`src/rtl/fdiv_scoreboard_pkg.sv`:
```
// Shared FPU definitions for the div/sqrt writeback scoreboard: FSM state
// encoding, register-address width and the operand-match helper.
package fdiv_scoreboard_pkg;

  localparam int unsigned FREG_ADDR_W = 5;

  typedef logic [FREG_ADDR_W-1:0] freg_addr_t;

  // IDLE: no div/sqrt outstanding.
  // BUSY: divider is computing; its destination is tracked in PendRd.
  // HOLD: result finished while writeback owned the port; waiting for a free slot.
  typedef enum logic [1:0] {
    FDIV_IDLE = 2'd0,
    FDIV_BUSY = 2'd1,
    FDIV_HOLD = 2'd2
  } fdiv_state_e;

  // True when an enabled register reference targets the tracked destination.
  function automatic logic addr_hit(input logic en, input freg_addr_t a, input freg_addr_t b);
    return en & (a == b);
  endfunction

endpackage

```
`src/rtl/fdiv_scoreboard_if.sv`:
```
// Decode/execute/writeback signals exchanged between the FP pipeline and the
// div/sqrt scoreboard. The pipeline side drives through 'master', the
// scoreboard consumes through 'slave'.
interface fdiv_scoreboard_if;
  import fdiv_scoreboard_pkg::*;

  freg_addr_t Adr1D;
  freg_addr_t Adr2D;
  freg_addr_t Adr3D;
  logic       XEnD;
  logic       YEnD;
  logic       ZEnD;
  logic       FRegWriteD;
  freg_addr_t RdD;
  logic       DivStartD;
  logic       DivStartE;
  freg_addr_t RdE;
  logic       FlushE;
  logic       DivDone;
  logic       FRegWriteW;

  logic       FPUStallD;
  logic       DivWriteW;
  freg_addr_t DivRdW;
  logic       DivResSel;

  modport master (
    output Adr1D, Adr2D, Adr3D, XEnD, YEnD, ZEnD, FRegWriteD, RdD,
    output DivStartD, DivStartE, RdE, FlushE, DivDone, FRegWriteW,
    input  FPUStallD, DivWriteW, DivRdW, DivResSel
  );

  modport slave (
    input  Adr1D, Adr2D, Adr3D, XEnD, YEnD, ZEnD, FRegWriteD, RdD,
    input  DivStartD, DivStartE, RdE, FlushE, DivDone, FRegWriteW,
    output FPUStallD, DivWriteW, DivRdW, DivResSel
  );

endinterface

```
`src/rtl/fdiv_scoreboard.sv`:
```
// Scoreboard for the multi-cycle FP div/sqrt unit. Tracks the one in-flight
// destination register, stalls decode on RAW/WAW/structural hazards against
// it, and arbitrates the FP register-file write port with the pipeline
// writeback stage (writeback always wins; a blocked result is held).
module fdiv_scoreboard
  import fdiv_scoreboard_pkg::*;
(
  input logic               clk,
  input logic               reset,
  fdiv_scoreboard_if.slave  sb
);

  fdiv_state_e state_q;
  freg_addr_t  pend_rd_q;

  logic busy_s;
  logic raw_s;
  logic waw_s;
  logic struct_s;
  logic div_write_s;

  // FSM and pending-destination register; reset abandons any in-flight or held result.
  always_ff @(posedge clk) begin
    if (reset) begin
      state_q   <= FDIV_IDLE;
      pend_rd_q <= '0;
    end else begin
      case (state_q)
        FDIV_IDLE: begin
          // A flushed issue never becomes visible to the scoreboard.
          if (sb.DivStartE & ~sb.FlushE) begin
            state_q   <= FDIV_BUSY;
            pend_rd_q <= sb.RdE;
          end
        end
        FDIV_BUSY: begin
          if (sb.DivDone) begin
            state_q <= sb.FRegWriteW ? FDIV_HOLD : FDIV_IDLE;
          end
        end
        FDIV_HOLD: begin
          // DivDone here is a protocol violation and is ignored.
          if (!sb.FRegWriteW) begin
            state_q <= FDIV_IDLE;
          end
        end
        default: begin
          state_q <= FDIV_IDLE;
        end
      endcase
    end
  end

  // Hazard detection and write-port arbitration, evaluated in the same cycle.
  always_comb begin
    busy_s   = (state_q != FDIV_IDLE);
    raw_s    = busy_s & (addr_hit(sb.XEnD, sb.Adr1D, pend_rd_q) |
                         addr_hit(sb.YEnD, sb.Adr2D, pend_rd_q) |
                         addr_hit(sb.ZEnD, sb.Adr3D, pend_rd_q));
    waw_s    = busy_s & addr_hit(sb.FRegWriteD, sb.RdD, pend_rd_q);
    struct_s = sb.DivStartD & (busy_s | (sb.DivStartE & ~sb.FlushE));

    div_write_s = 1'b0;
    case (state_q)
      FDIV_BUSY: div_write_s = sb.DivDone & ~sb.FRegWriteW;
      FDIV_HOLD: div_write_s = ~sb.FRegWriteW;
      default:   div_write_s = 1'b0;
    endcase

    // Reset masks every output so nothing leaks from stale state.
    sb.FPUStallD = (raw_s | waw_s | struct_s) & ~reset;
    sb.DivWriteW = div_write_s & ~reset;
    sb.DivResSel = (state_q == FDIV_HOLD) & ~reset;
    sb.DivRdW    = (busy_s & ~reset) ? pend_rd_q : 5'd0;
  end

endmodule

```
`src/flat_wrapper.sv`:
```
// flat-port wrapper written by rule: the top's interface ports become plain ports
module fdiv_scoreboard_flat import fdiv_scoreboard_pkg::*;
  (clk, reset, sb_Adr1D, sb_Adr2D, sb_Adr3D, sb_XEnD, sb_YEnD, sb_ZEnD, sb_FRegWriteD, sb_RdD, sb_DivStartD, sb_DivStartE, sb_RdE, sb_FlushE, sb_DivDone, sb_FRegWriteW, sb_FPUStallD, sb_DivWriteW, sb_DivRdW, sb_DivResSel);
  fdiv_scoreboard_if sb_i ();
  input logic clk;
  input logic reset;
  input wire logic [$bits(sb_i.Adr1D)-1:0] sb_Adr1D;
  input wire logic [$bits(sb_i.Adr2D)-1:0] sb_Adr2D;
  input wire logic [$bits(sb_i.Adr3D)-1:0] sb_Adr3D;
  input wire logic [$bits(sb_i.XEnD)-1:0] sb_XEnD;
  input wire logic [$bits(sb_i.YEnD)-1:0] sb_YEnD;
  input wire logic [$bits(sb_i.ZEnD)-1:0] sb_ZEnD;
  input wire logic [$bits(sb_i.FRegWriteD)-1:0] sb_FRegWriteD;
  input wire logic [$bits(sb_i.RdD)-1:0] sb_RdD;
  input wire logic [$bits(sb_i.DivStartD)-1:0] sb_DivStartD;
  input wire logic [$bits(sb_i.DivStartE)-1:0] sb_DivStartE;
  input wire logic [$bits(sb_i.RdE)-1:0] sb_RdE;
  input wire logic [$bits(sb_i.FlushE)-1:0] sb_FlushE;
  input wire logic [$bits(sb_i.DivDone)-1:0] sb_DivDone;
  input wire logic [$bits(sb_i.FRegWriteW)-1:0] sb_FRegWriteW;
  output wire logic [$bits(sb_i.FPUStallD)-1:0] sb_FPUStallD;
  output wire logic [$bits(sb_i.DivWriteW)-1:0] sb_DivWriteW;
  output wire logic [$bits(sb_i.DivRdW)-1:0] sb_DivRdW;
  output wire logic [$bits(sb_i.DivResSel)-1:0] sb_DivResSel;
  assign sb_i.Adr1D = sb_Adr1D;
  assign sb_i.Adr2D = sb_Adr2D;
  assign sb_i.Adr3D = sb_Adr3D;
  assign sb_i.XEnD = sb_XEnD;
  assign sb_i.YEnD = sb_YEnD;
  assign sb_i.ZEnD = sb_ZEnD;
  assign sb_i.FRegWriteD = sb_FRegWriteD;
  assign sb_i.RdD = sb_RdD;
  assign sb_i.DivStartD = sb_DivStartD;
  assign sb_i.DivStartE = sb_DivStartE;
  assign sb_i.RdE = sb_RdE;
  assign sb_i.FlushE = sb_FlushE;
  assign sb_i.DivDone = sb_DivDone;
  assign sb_i.FRegWriteW = sb_FRegWriteW;
  assign sb_FPUStallD = sb_i.FPUStallD;
  assign sb_DivWriteW = sb_i.DivWriteW;
  assign sb_DivRdW = sb_i.DivRdW;
  assign sb_DivResSel = sb_i.DivResSel;
  fdiv_scoreboard u_core (.clk(clk), .reset(reset), .sb(sb_i));
endmodule
```
`config.mk`:
```
export PLATFORM = sky130hd
export DESIGN_NAME = fdiv_scoreboard_flat
export DESIGN_NICKNAME = d
export VERILOG_FILES = /design/src/rtl/fdiv_scoreboard_pkg.sv /design/src/rtl/fdiv_scoreboard_if.sv /design/src/rtl/fdiv_scoreboard.sv /design/src/flat_wrapper.sv
export SDC_FILE = /design/constraint.sdc
export NUM_CORES = 1
export LEC_CHECK = 0
export BUFFER_PORTS_ARGS = -buffer_cell sky130_fd_sc_hd__buf_4
export CORE_MARGIN = 2
export CORE_UTILIZATION = 40
export DETAILED_ROUTE_END_ITERATION = 16
export PLACE_DENSITY = 0.77
export RECOVER_POWER = 25
export SLEW_MARGIN = 20
export SYNTH_ARGS = -nofsm -noshare
export SYNTH_HDL_FRONTEND = slang
export SYNTH_SLANG_ARGS = --single-unit
```
`constraint.sdc`:
```
create_clock -name clk -period 1.64 [get_ports clk]
set_clock_uncertainty 0.1 [all_clocks]
set_input_delay 0.246 -clock clk [delete_from_list [all_inputs] [get_ports clk]]
set_output_delay 0.246 -clock clk [all_outputs]
set_load 0.005 [all_outputs]
```
== After elaboration in Yosys (flattened, before gate mapping) ==
Cells that the tools add are included.

* Bits in registers: 7
* Latch bits: 0
* RAM bits: 0
* ROM bits: 0
* Input bits: 36
* Output and inout bits: 8
* Logic and storage cells: 43
* Memories kept: 0

* $add $sub $neg: 0
* $mul: 0
* Div/mod/pow operators: 0
* $lt $le $gt $ge: 0
* Equality and inequality tests: 9
* Shift-type cells: 0
* Mux-type cells: 7
* Bitwise gates (word level): 21
* Reductions and logical operators: 4

{| class="wikitable"
|+ Operators by type and width
! cell !! number
|-
| $eq 5x5->1 || 4
|-
| $and 1x1->1 || 13
|-
| $mux 2 || 4
|-
| $pmux 2 s3 || 1
|-
| $mux 5 || 1
|-
| $or 1x1->1 || 5
|-
| $ne 2x2->1 const B || 2
|-
| $not 1->1 || 3
|-
| $reduce_and 3->1 || 1
|-
| $eq 2x1->1 const B || 1
|-
| $eq 2x2->1 const B || 1
|-
| $logic_not 2->1 || 1
|-
| $ne 2x1->1 const B || 1
|-
| $pmux 1 s2 || 1
|-
| $reduce_and 2->1 || 1
|-
| $reduce_bool 2->1 || 1
|}

== Depth between registers and ports, before layout ==
Gate-level depths: netlist (run 1).

* Depth in word-level cells: 8
* Gate-level depth with buffers: 6
* Mapped depth without buffers: 5

== Least setup slack after synthesis (run 1) ==
No wires, ideal clock.

* Path kind: register to output
* Start: register u_core.pend_rd_q[1]
* End: output sb_FPUStallD
* Data arrival time: 1122 ps
* Data required time: 1294 ps
* Setup slack: 172 ps
* Cell stages (with the launch flop): 6
* Buffers on the path: 1
* Cell sequence: dfxtp_1 -> buf_6 -> xor2_1 -> nor4_2 -> a32oi_1 -> a31oi_1

* Longest elaborated chain between the ends: 8
* Elaborated cells on any way between the ends: 15
* Those cells by class: 4 x eq/ne; 11 x bitwise

{| class="wikitable"
|+ Ends and longest elaborated chain
! element !! line !! RTL
|-
| start: declaration || fdiv_scoreboard.sv:14 || <nowiki>freg_addr_t pend_rd_q;</nowiki>
|-
| start signal: assignment || fdiv_scoreboard.sv:33 || <nowiki>pend_rd_q <= sb.RdE;</nowiki>
|-
| $eq 5x5->1 || fdiv_scoreboard_pkg.sv:20 || <nowiki>return en & (a == b);</nowiki>
|-
| $and 1x1->1 || fdiv_scoreboard_pkg.sv:20 ||
|-
| $or 1x1->1 || fdiv_scoreboard.sv:57 || <nowiki>raw_s = busy_s & (addr_hit(sb.XEnD, sb.Adr1D, pend_rd_q) |</nowiki>
|-
| $or 1x1->1 || fdiv_scoreboard.sv:58 || <nowiki>addr_hit(sb.YEnD, sb.Adr2D, pend_rd_q) |</nowiki>
|-
| $and 1x1->1 || fdiv_scoreboard.sv:57 ||
|-
| $or 1x1->1 * (2 in series) || fdiv_scoreboard.sv:71 || <nowiki>sb.FPUStallD = (raw_s | waw_s | struct_s) & ~reset;</nowiki>
|-
| $and 1x1->1 * || fdiv_scoreboard.sv:71 ||
|-
| end: declaration || flat_wrapper.sv:21 || <nowiki>output wire logic [$bits(sb_i.FPUStallD)-1:0] sb_FPUStallD;</nowiki>
|}

Every way passes the cells marked *; elsewhere a longest branch is shown, timed or not.

== Final worst setup path (run 1) ==
* Start: register u_core.pend_rd_q[2]
* End: output sb_FPUStallD

The elaborated chain is that of the path after synthesis.

==> metrics.yaml, run 1 <==
cp-start-kind: "register"
drv_slew: 0
grt_overflow: 0
min_period_ns: 1.87
route.detailed.drc: 0
portBuffers: 43
synthesis.area_um2: 677
combPwrFrac_pct: 44.0
p_switching_uw: 219
dr.pass1.iters: 4
htreeDepth: 1
cts.sinks: 7
power_leakage_uw: 0.000530
dp_hpwl_um: 1560
grt_max_degree: 12
max_freq_mhz: 535
worst-path-buf-inv: 1
drive_gt1_share_pct: 53.1
status: "finished with violations"
hold_depth: 3
ys_ff_latch: 7
wl_met3_um: 256
slowest_delay_ns: 0.37
crit-reg2reg-launch: "u_core.state_q[0]"
cp_top_family: "flip-flops"
wirelength_um: 2110
io_pins: 44
routedWlPerCell_um: 14.4
dr.max_layer_used: "met4"
seq_power_share_pct: 32.1
pre_cts_slack_ns: 0.00373
final_cells: 146
antenna_cells: 0
start_util_pct: 43.9
cts.reportedPaths.clkPinSlew_ns: 0.05
r2r_cells: 7
routed-wl-met2_um: 1050
antenna_found_initial: 0
grt_pass1_wl_um: 3170
area_growth_pct: 67.3
nNetsFinal: 170
dp_cells: 140
die_w_um: 45.1
rows: 14
reg2reg_to: "u_core.state_q[0]"
grt_pass1_vias: 721
final.setup.tns_ns: -0.229
fin_ws_ns: -0.229
ys_seq_area_share_pct: 20.7
cts_buffer_depth: 2
vdd_drop_max_uv: 415
synthesis.nets: 125
cp-end-kind: "primary output"
violations: "negative setup slack"
routed_via_density: 5.31
max_cap_violations: 0
place_congestion: 0.858
wl_met1_um: 792
cts_tree: "yes"
setup_viol: 1
fin_crit_sh_pct: 114
synthCells: 86
cp_max_fo: 6
p_int_uw: 444
grt_use_total_pct: 21.9
cts_made_buffers: 3
dieArea_mm2: 0.00204
required_ns: 1.29
swShare_pct: 33.0
pwr-share-clk_pct: 23.9
worst_hold_path_type: "in2reg"
post-route-util_pct: 73.5
hp-start: "sb_RdE[1]"
vias: 775
cts-root-buf: "clkbuf_4"
ys.warnings.count: 0
powerDensity_mw_per_mm2: 585
worstSkewPairLatency_ns: 0.25
r2r_setup_slack_ns: 0.03
max_slew_margin_pct: 81.3
crit_top_cell: "a31oi_1"
holdPathEnd: "u_core.pend_rd_q[1]"
crit_type: "reg2out"
path_cells: "xor2_1 -> nor4_2 -> a31oi_1 -> a31oi_1 -> buf_4"
hold_violations: 0
core_area_mm2: 0.00154
fin_total_pwr_uw: 663
worstPathArrival_ns: 1.52
worst_pin_slew_ns: 0.280
syn_area_per_cell_um2: 7.87
grt_setup_unrepaired: "true"
cpMaxStageDelayCell: "dfxtp_4"
drt_iter0_markers: 22
synth_cell_types: 28
fillers: 122
die_h_um: 45.1
ant_nets: 0
[logic make-up (layout without fill, tap and decap cells)]
kind of cell / Yosys count / after routing / share of synthesized area, %
buffers and inverters: 11 / 55 / 8.32
multiplexers: 1 / 1 / 1.48
AND/OR/NAND/NOR: 31 / 31 / 25.1
flip-flops: 7 / 7 / 20.7
XOR/XNOR: 20 / 20 / 25.9
AO/OA/AOI/OAI: 13 / 13 / 12.9
adder cells (fa/ha/maj): 3 / 3 / 5.55
[routing by layer]
| metal | vias up | global-route usage (%) |
|---|---|---|
| met5 | - | 0 |
| met4 | 0 | 5.29 |
| met3 | 2 | 5.60 |
| met2 | 54 | 40.3 |
| met1 | 339 | 24.9 |
| li1 | 380 | - |
[worst register-to-register path, cell delays in order (launching register included)]
cell and delay [ns]:
dfxtp_4 0.37, inv_4 0.05, ha_4 0.17, buf_6 0.12, a222oi_1 0.29, buf_4 0.18
mux2i_1 0.18, nor2_1 0.05
[flip-flops by register name, summed over array words and instances (netlist names)]
signal            cells
u_core.state_q        2
u_core.pend_rd_q      5
[cell type report]
type                       count  area (um^2)  share of cell area, %
clock buffer                   4         26.3                   2.32
inverter                       3         16.3                   1.44
multi-input combinational     68          551                   48.6
sequential                     7          155                   13.7
tap                           16         20.0                   1.77
timing repair buffer          48          364                   32.2
[synth_stat cells]
cell	n	share of area [%]
buf_4	1	1.1
nand3_1	7	5.2
a32oi_1	1	1.3
and2_1	4	3.7
nor4b_1	1	1.3
a222oi_1	1	1.5
ha_1	3	5.5
inv_1	3	1.7
buf_6	1	1.7
buf_2	3	2.2
a21oi_1	6	4.4
mux2i_1	1	1.5
clkbuf_1	3	1.7
dfxtp_1	7	21
a31oi_1	2	1.8
xnor2_1	4	5.2
nor2_1	3	1.7
nor2b_1	2	1.8
a221oi_1	1	1.3
nor4_2	1	1.8
and2_0	1	0.92
nand2b_1	1	0.92
nand2_1	7	3.9
nor4_1	3	2.8
o21ba_2	1	1.5
and2_2	1	1.1
a21o_1	1	1.1
xor2_1	16	21
[power groups by stage]
| stage | registers (uW) | logic, uW | clock network [uW] |
|---|---|---|---|
| 5_1_grt | 215 | 316 | 173 |
| 2_1_floorplan | 192 | 143 | 0 |
| 3_3_place_gp | 207 | 230 | 0 |
| 6_report | 213 | 292 | 158 |
| 3_5_place_dp | 208 | 235 | 0 |
| 4_1_cts | 214 | 266 | 160 |
[cells in the final DEF, fill, tap and decap left out, drive strengths merged]
cell type,synthesis,final
inv,3,3
nor4b,1,1
mux2i,1,1
buf,5,48
nand3,7,7
a221oi,1,1
a222oi,1,1
xnor2,4,4
clkbuf,3,4
nor2,3,3
dfxtp,7,7
xor2,16,16
o21ba,1,1
nor4,4,4
and2,6,6
ha,3,3
a32oi,1,1
nand2,7,7
a21oi,6,6
nand2b,1,1
a21o,1,1
a31oi,2,2
nor2b,2,2
[through the flow]
stage	instance area [um^2]	hold slack, ns
detailed placement	997	0.407
floorplan	677	0.293
global route	1130	0.164
CTS	1100	0.147
global placement	997	0.400
finish	1130	0.147
[worst max path at each step]
stage | start | endpoint | slack, ns | depth (start not counted)
5_1_grt | u_core.pend_rd_q[3] | sb_FPUStallD | -0.29 | 5
2_1_floorplan | u_core.pend_rd_q[1] | sb_FPUStallD | 0.17 | 5
3_3_place_gp | u_core.pend_rd_q[2] | sb_FPUStallD | 0.01 | 5
3_5_place_dp | u_core.pend_rd_q[3] | sb_FPUStallD | 0.004 | 5
4_1_cts | u_core.pend_rd_q[2] | sb_FPUStallD | -0.22 | 5
6_report | u_core.pend_rd_q[2] | sb_FPUStallD | -0.23 | 5
[repair_timing]
item,in CTS,in global routing
setup buffers,1,1
endpoints found under the setup margin,7,4
hold buffers,0,0
resized for setup,20,6
pin swaps,8,4
Power figures use the tool's default switching activity.
==> run 2: changes to the inputs <==
- SETUP_SLACK_MARGIN: not set -> 0.05
==> metrics.yaml, run 2 (same netlist as run 1, synthesis figures left out) <==
status: "finished with violations"
violations: "negative setup slack"
grt_overflow: 0  # unchanged
powerDensity_mw_per_mm2: 583  # -0.32%
antenna_cells: 0  # unchanged
swShare_pct: 33.1  # +0.17 points
final_cells: 146  # unchanged
cp-start-kind: "register"
hp-start: "sb_RdE[1]"
die_w_um: 45.1  # unchanged
cts_tree: "yes"
grt_use_total_pct: 22.1  # +0.16 points
p_switching_uw: 218  # about the same
crit-reg2reg-launch: "u_core.state_q[0]"
grt_pass1_vias: 745  # +3.3%
vias: 762  # -1.7%
worstPathArrival_ns: 1.53  # about the same
cts_made_buffers: 3  # unchanged
area_growth_pct: 66.9
rows: 14  # unchanged
reg.largest.list: "u_core.pend_rd_q: 5 flops, u_core.state_q: 2 flops"
cts-root-buf: "clkbuf_4"
antenna_found_initial: 0  # unchanged
worstSkewPairLatency_ns: 0.25  # about the same
dp_cells: 140  # unchanged
place_congestion: 0.858  # unchanged
placedInstanceArea_um2: 997  # unchanged
fin_ws_ns: -0.233  # -0.00370 ns
cts_buffer_depth: 2  # unchanged
core_area_mm2: 0.00154  # unchanged
cts.reportedPaths.clkPinSlew_ns: 0.06  # about the same
cp_max_fo: 6  # unchanged
portBuffers: 43  # unchanged
required_ns: 1.29  # about the same
seq_power_share_pct: 32.4  # +0.3 points
vdd_drop_max_uv: 492  # +19%
grt_max_degree: 12  # unchanged
start_util_pct: 43.9  # unchanged
ant_nets: 0  # unchanged
routedWlPerCell_um: 14.6  # +1.4%
max_freq_mhz: 534  # -0.20%
drive_gt1_share_pct: 53.8  # +0.77 points
crit_type: "reg2out"
layout_common_cells: "46 x buf_4, 16 x xor2_1, 7 x nand3_1, 7 x nand2_1, 5 x a21oi_1"
holdPathEnd: "u_core.pend_rd_q[1]"
die_h_um: 45.1  # unchanged
drv_slew: 0  # unchanged
largest_reg_flops: 5  # unchanged
fillers: 121  # -0.82%
cts.sinks: 7  # unchanged
dr.pass1.iters: 4  # unchanged
hold_violations: 0  # unchanged
dieArea_mm2: 0.00204  # unchanged
worst_pin_slew_ns: 0.286  # +0.00508 ns
grt_pass1_wl_um: 3220  # +1.7%
max_cap_violations: 0  # unchanged
nNetsFinal: 170  # unchanged
final_area_mm2: 0.00113  # -0.22%
fin_total_pwr_uw: 659  # -0.54%
setup_viol: 1  # unchanged
io_pins: 44  # unchanged
min_period_ns: 1.87  # +0.00370 ns
hold_depth: 3  # unchanged
cp-end-kind: "primary output"
whs_ns: 0.144  # -0.00281 ns
htreeDepth: 1  # unchanged
reg2reg_to: "u_core.state_q[0]"
power_leakage_uw: 0.000527  # -0.57%
wirelength_um: 2140  # +1.4%
r2r_setup_slack_ns: 0.06  # +0.03 ns
combPwrFrac_pct: 43.4  # -0.6 points
layout_commonest_cell: "buf_4"
route.detailed.drc: 0  # unchanged
routed_via_density: 5.22  # -1.7%
max_slew_margin_pct: 80.9  # -0.34 points
r2r_cells: 7  # unchanged
pwr-share-clk_pct: 24.3  # +0.4 points
fin_crit_sh_pct: 114  # +0.23 points
p_int_uw: 441  # -0.80%
dp_hpwl_um: 1560  # unchanged
worst_hold_path_type: "in2reg"
regMostFlops: "u_core.pend_rd_q"
grt_setup_unrepaired: "true"
drt_iter0_markers: 27  # +23%
## run 2: cell types whose count changed in the layout (fill, tap and decap cells not counted)
cell	before	now
buf_4	47	46
and2_4	0	1
and2_1	4	3
buf_6	1	2
nor4b_2	0	1
nor4b_4	1	0
## run 2: final cells by class
type	instances	area [um^2]	share of cell area (%)
sequential	7	155	13.7
clock buffer	4	26.3	2.33
tap	16	20.0	1.77
multi-input combinational	68	544	48.2
inverter	3	16.3	1.44
timing repair buffer	48	368	32.6
## run 2: metrics by stage
step | utilization [%] | TNS, ns | setup slack [ns]
4_1_cts | 72.2 | -0.224 | -0.224
3_5_place_dp | 64.7 | 0 | 0.00373
2_1_floorplan | - | 0 | 0.172
3_3_place_gp | 64.7 | 0 | 0.00960
5_1_grt | 73.3 | -0.369 | -0.314
6_report | 73.3 | -0.233 | -0.233
## run 2: power groups by stage
stage / Sequential [uW] / Combinational, uW / Clock [uW]
3_3_place_gp: 207 / 230 / 0
4_1_cts: 214 / 278 / 160
5_1_grt: 215 / 309 / 176
6_report: 213 / 286 / 160
2_1_floorplan: 192 / 143 / 0
3_5_place_dp: 208 / 235 / 0
## run 2: worst max-delay path by stage
| stage | startpoint | end | slack [ns] | cells past startpoint |
|---|---|---|---|---|
| CTS | u_core.pend_rd_q[2] | sb_FPUStallD | -0.22 | 5 |
| global route | u_core.pend_rd_q[2] | sb_FPUStallD | -0.31 | 5 |
| detailed placement | u_core.pend_rd_q[3] | sb_FPUStallD | 0.004 | 5 |
| global placement | u_core.pend_rd_q[2] | sb_FPUStallD | 0.01 | 5 |
| floorplan | u_core.pend_rd_q[1] | sb_FPUStallD | 0.17 | 5 |
| finish | u_core.pend_rd_q[3] | sb_FPUStallD | -0.23 | 5 |
## run 2: timing repair
action                     in CTS  in global routing
resized for setup              22                  5
setup endpoints to repair       9                  9
hold buffers                    0                  0
pin swaps                      12                  5
buffers inserted                2                  0
## run 2: critical path: stages (launching register included)
cell and delay, ns:
dfxtp_2 0.36, xor2_1 0.18, nor4_2 0.29, a31oi_1 0.13, a31oi_1 0.18, buf_4 0.13
## run 2: routing by layer
metal	wire length (um)	track usage [%]
met2	1040	40.0
met1	848	25.6
met5	0	0
met4	1	5.29
met3	241	5.60
==> run 3: changes to the inputs <==
- CORE_MARGIN: 2 -> 5
==> metrics.yaml, run 3 (same netlist as run 1, synthesis figures left out) <==
final_cells: 149  # +2.1%
dp_cells: 143  # +2.1%
hp-start: "sb_RdE[1]"
grt_overflow: 0  # unchanged
ant_nets: 0  # unchanged
layout_commonest_cell: "buf_4"
worst_hold_path_type: "in2reg"
holdPathEnd: "u_core.pend_rd_q[1]"
setup_viol: 9  # +8
fin_ws_ns: -0.216  # +0.0163 ns
regMostFlops: "u_core.pend_rd_q"
cts_hold_buf: 0  # unchanged
start_util_pct: 43.4  # -0.49 points
route.detailed.drc: 0  # unchanged
die_w_um: 51.1  # +13%
worstSkewPairLatency_ns: 0.24  # about the same
min_period_ns: 1.86  # -0.0163 ns
grt_use_total_pct: 18.7  # -3.4 points
powerDensity_mw_per_mm2: 575  # -1.5%
largest_reg_flops: 5  # unchanged
crit-reg2reg-launch: "u_core.state_q[0]"
whs_ns: 0.150  # +0.00561 ns
cp-end-kind: "primary output"
cts-root-buf: "clkbuf_4"
cts_tree: "yes"
power_leakage_uw: 0.000546  # +3.5%
cp-start-kind: "register"
htreeDepth: 1  # unchanged
max_freq_mhz: 539  # +0.88%
final.setup.tns_ns: -0.620  # -0.387 ns
drv_slew: 0  # unchanged
r2r_setup_slack_ns: -0.02  # -0.08 ns
routedWlPerCell_um: 15.0  # +2.6%
cts.reportedPaths.clkPinSlew_ns: 0.05  # about the same
worstPathArrival_ns: 1.51  # -0.02 ns
die_h_um: 51.1  # +13%
grt_max_degree: 12  # unchanged
pre_cts_slack_ns: -0.0401  # -0.0438 ns
io_pins: 44  # unchanged
portBuffers: 43  # unchanged
dr.pass1.iters: 4  # unchanged
antenna_found_initial: 0  # unchanged
vdd_drop_max_uv: 443  # -10%
cts.sinks: 7  # unchanged
required_ns: 1.29  # about the same
r2r_cells: 6  # -1
grt_setup_unrepaired: "true"
routed_via_density: 5.44  # +4.2%
grt_pass1_wl_um: 3680  # +14%
grt_pass1_vias: 809  # +8.6%
core_area_mm2: 0.00156  # +1.1%
cts_made_buffers: 3  # unchanged
nNetsFinal: 173  # +1.8%
crit_type: "reg2out"
antenna_cells: 0  # unchanged
place_congestion: 0.860  # +0.21%
violations: "negative setup slack"
cts_buffer_depth: 2  # unchanged
wirelength_um: 2240  # +4.7%
max_cap_violations: 0  # unchanged
reg.largest.list: "u_core.pend_rd_q: 5 flops, u_core.state_q: 2 flops"
drt_iter0_markers: 24  # -11%
max_slew_margin_pct: 79.4  # -1.5 points
reg2reg_to: "u_core.state_q[1]"
post-route-util_pct: 73.9  # +0.62 points
layout_common_cells: "48 x buf_4, 16 x xor2_1, 7 x nand3_1, 7 x nand2_1, 5 x a21oi_1"
area_growth_pct: 70.2
dp_hpwl_um: 1740  # +12%
worst_pin_slew_ns: 0.309  # +0.0235 ns
fin_crit_sh_pct: 113  # -0.99 points
cp_max_fo: 6  # unchanged
rows: 14  # unchanged
hold_violations: 0  # unchanged
status: "finished with violations"
dieArea_mm2: 0.00261  # +28%
vias: 810  # +6.3%
drive_gt1_share_pct: 54.1  # +0.29 points
hold_depth: 3  # unchanged
[run 3: cell types whose count changed in the layout (fill, tap and decap cells not counted)]
cell	delta
buf_4	+2
and2_2	-1
and2_4	+1
buf_6	+1
dfxtp_1	+1
dfxtp_4	-1
ha_2	+1
ha_4	-1
nor4b_2	-1
nor4b_4	+1
[run 3: layer usage]
layer / vias up / global-route usage (%) / wire [um]
met5: - / 0 / 0
met4: 0 / 5.83 / 14
met3: 4 / 7.56 / 257
met2: 50 / 32.8 / 1130
met1: 372 / 20.4 / 829
li1: 384 / - / -
[run 3: area by class of cell]
class                      count  area [um^2]
sequential                     7          151
timing repair buffer          51          394
multi-input combinational     68          544
clock buffer                   4         26.3
fill                         118          407
tap                           16         20.0
inverter                       3         16.3
[run 3: worst max-delay path, stage by stage, from the launching register on]
cell and delay, ns:
dfxtp_2 0.35, xor2_1 0.18, nor4_2 0.29, a31oi_1 0.12, a31oi_1 0.18, buf_4 0.13
[run 3: power breakdown]
group,internal [uW],switching (uW),leakage (uW)
clock network,92.8,61.7,0.0000150
logic,169,130,0.000471
registers,184,25.4,0.0000600
total,445,217,0.000546
[run 3: worst max path at each step]
stage                                   start            to  slack (ns)
final                     u_core.pend_rd_q[1]  sb_FPUStallD       -0.22
after global routing      u_core.pend_rd_q[2]  sb_FPUStallD       -0.31
after CTS                 u_core.pend_rd_q[1]  sb_FPUStallD       -0.24
after detailed placement  u_core.pend_rd_q[3]  sb_FPUStallD       -0.04
after global placement    u_core.pend_rd_q[4]  sb_FPUStallD        0.02
after floorplan           u_core.pend_rd_q[1]  sb_FPUStallD        0.17
[run 3: repair_timing]
action / in CTS / in global routing
setup buffers: 1 / 1
pin swaps: 3 / 5
setup endpoints to repair: 9 / 9
cloned: 0 / 0
resized for setup: 24 / 6
[run 3: stage by stage]
stage | power (uW) | area, um^2
final | 662 | 1150
after global routing | 709 | 1150
after CTS | 654 | 1130
after detailed placement | 451 | 1020
after global placement | 443 | 1020
after floorplan | 335 | 677
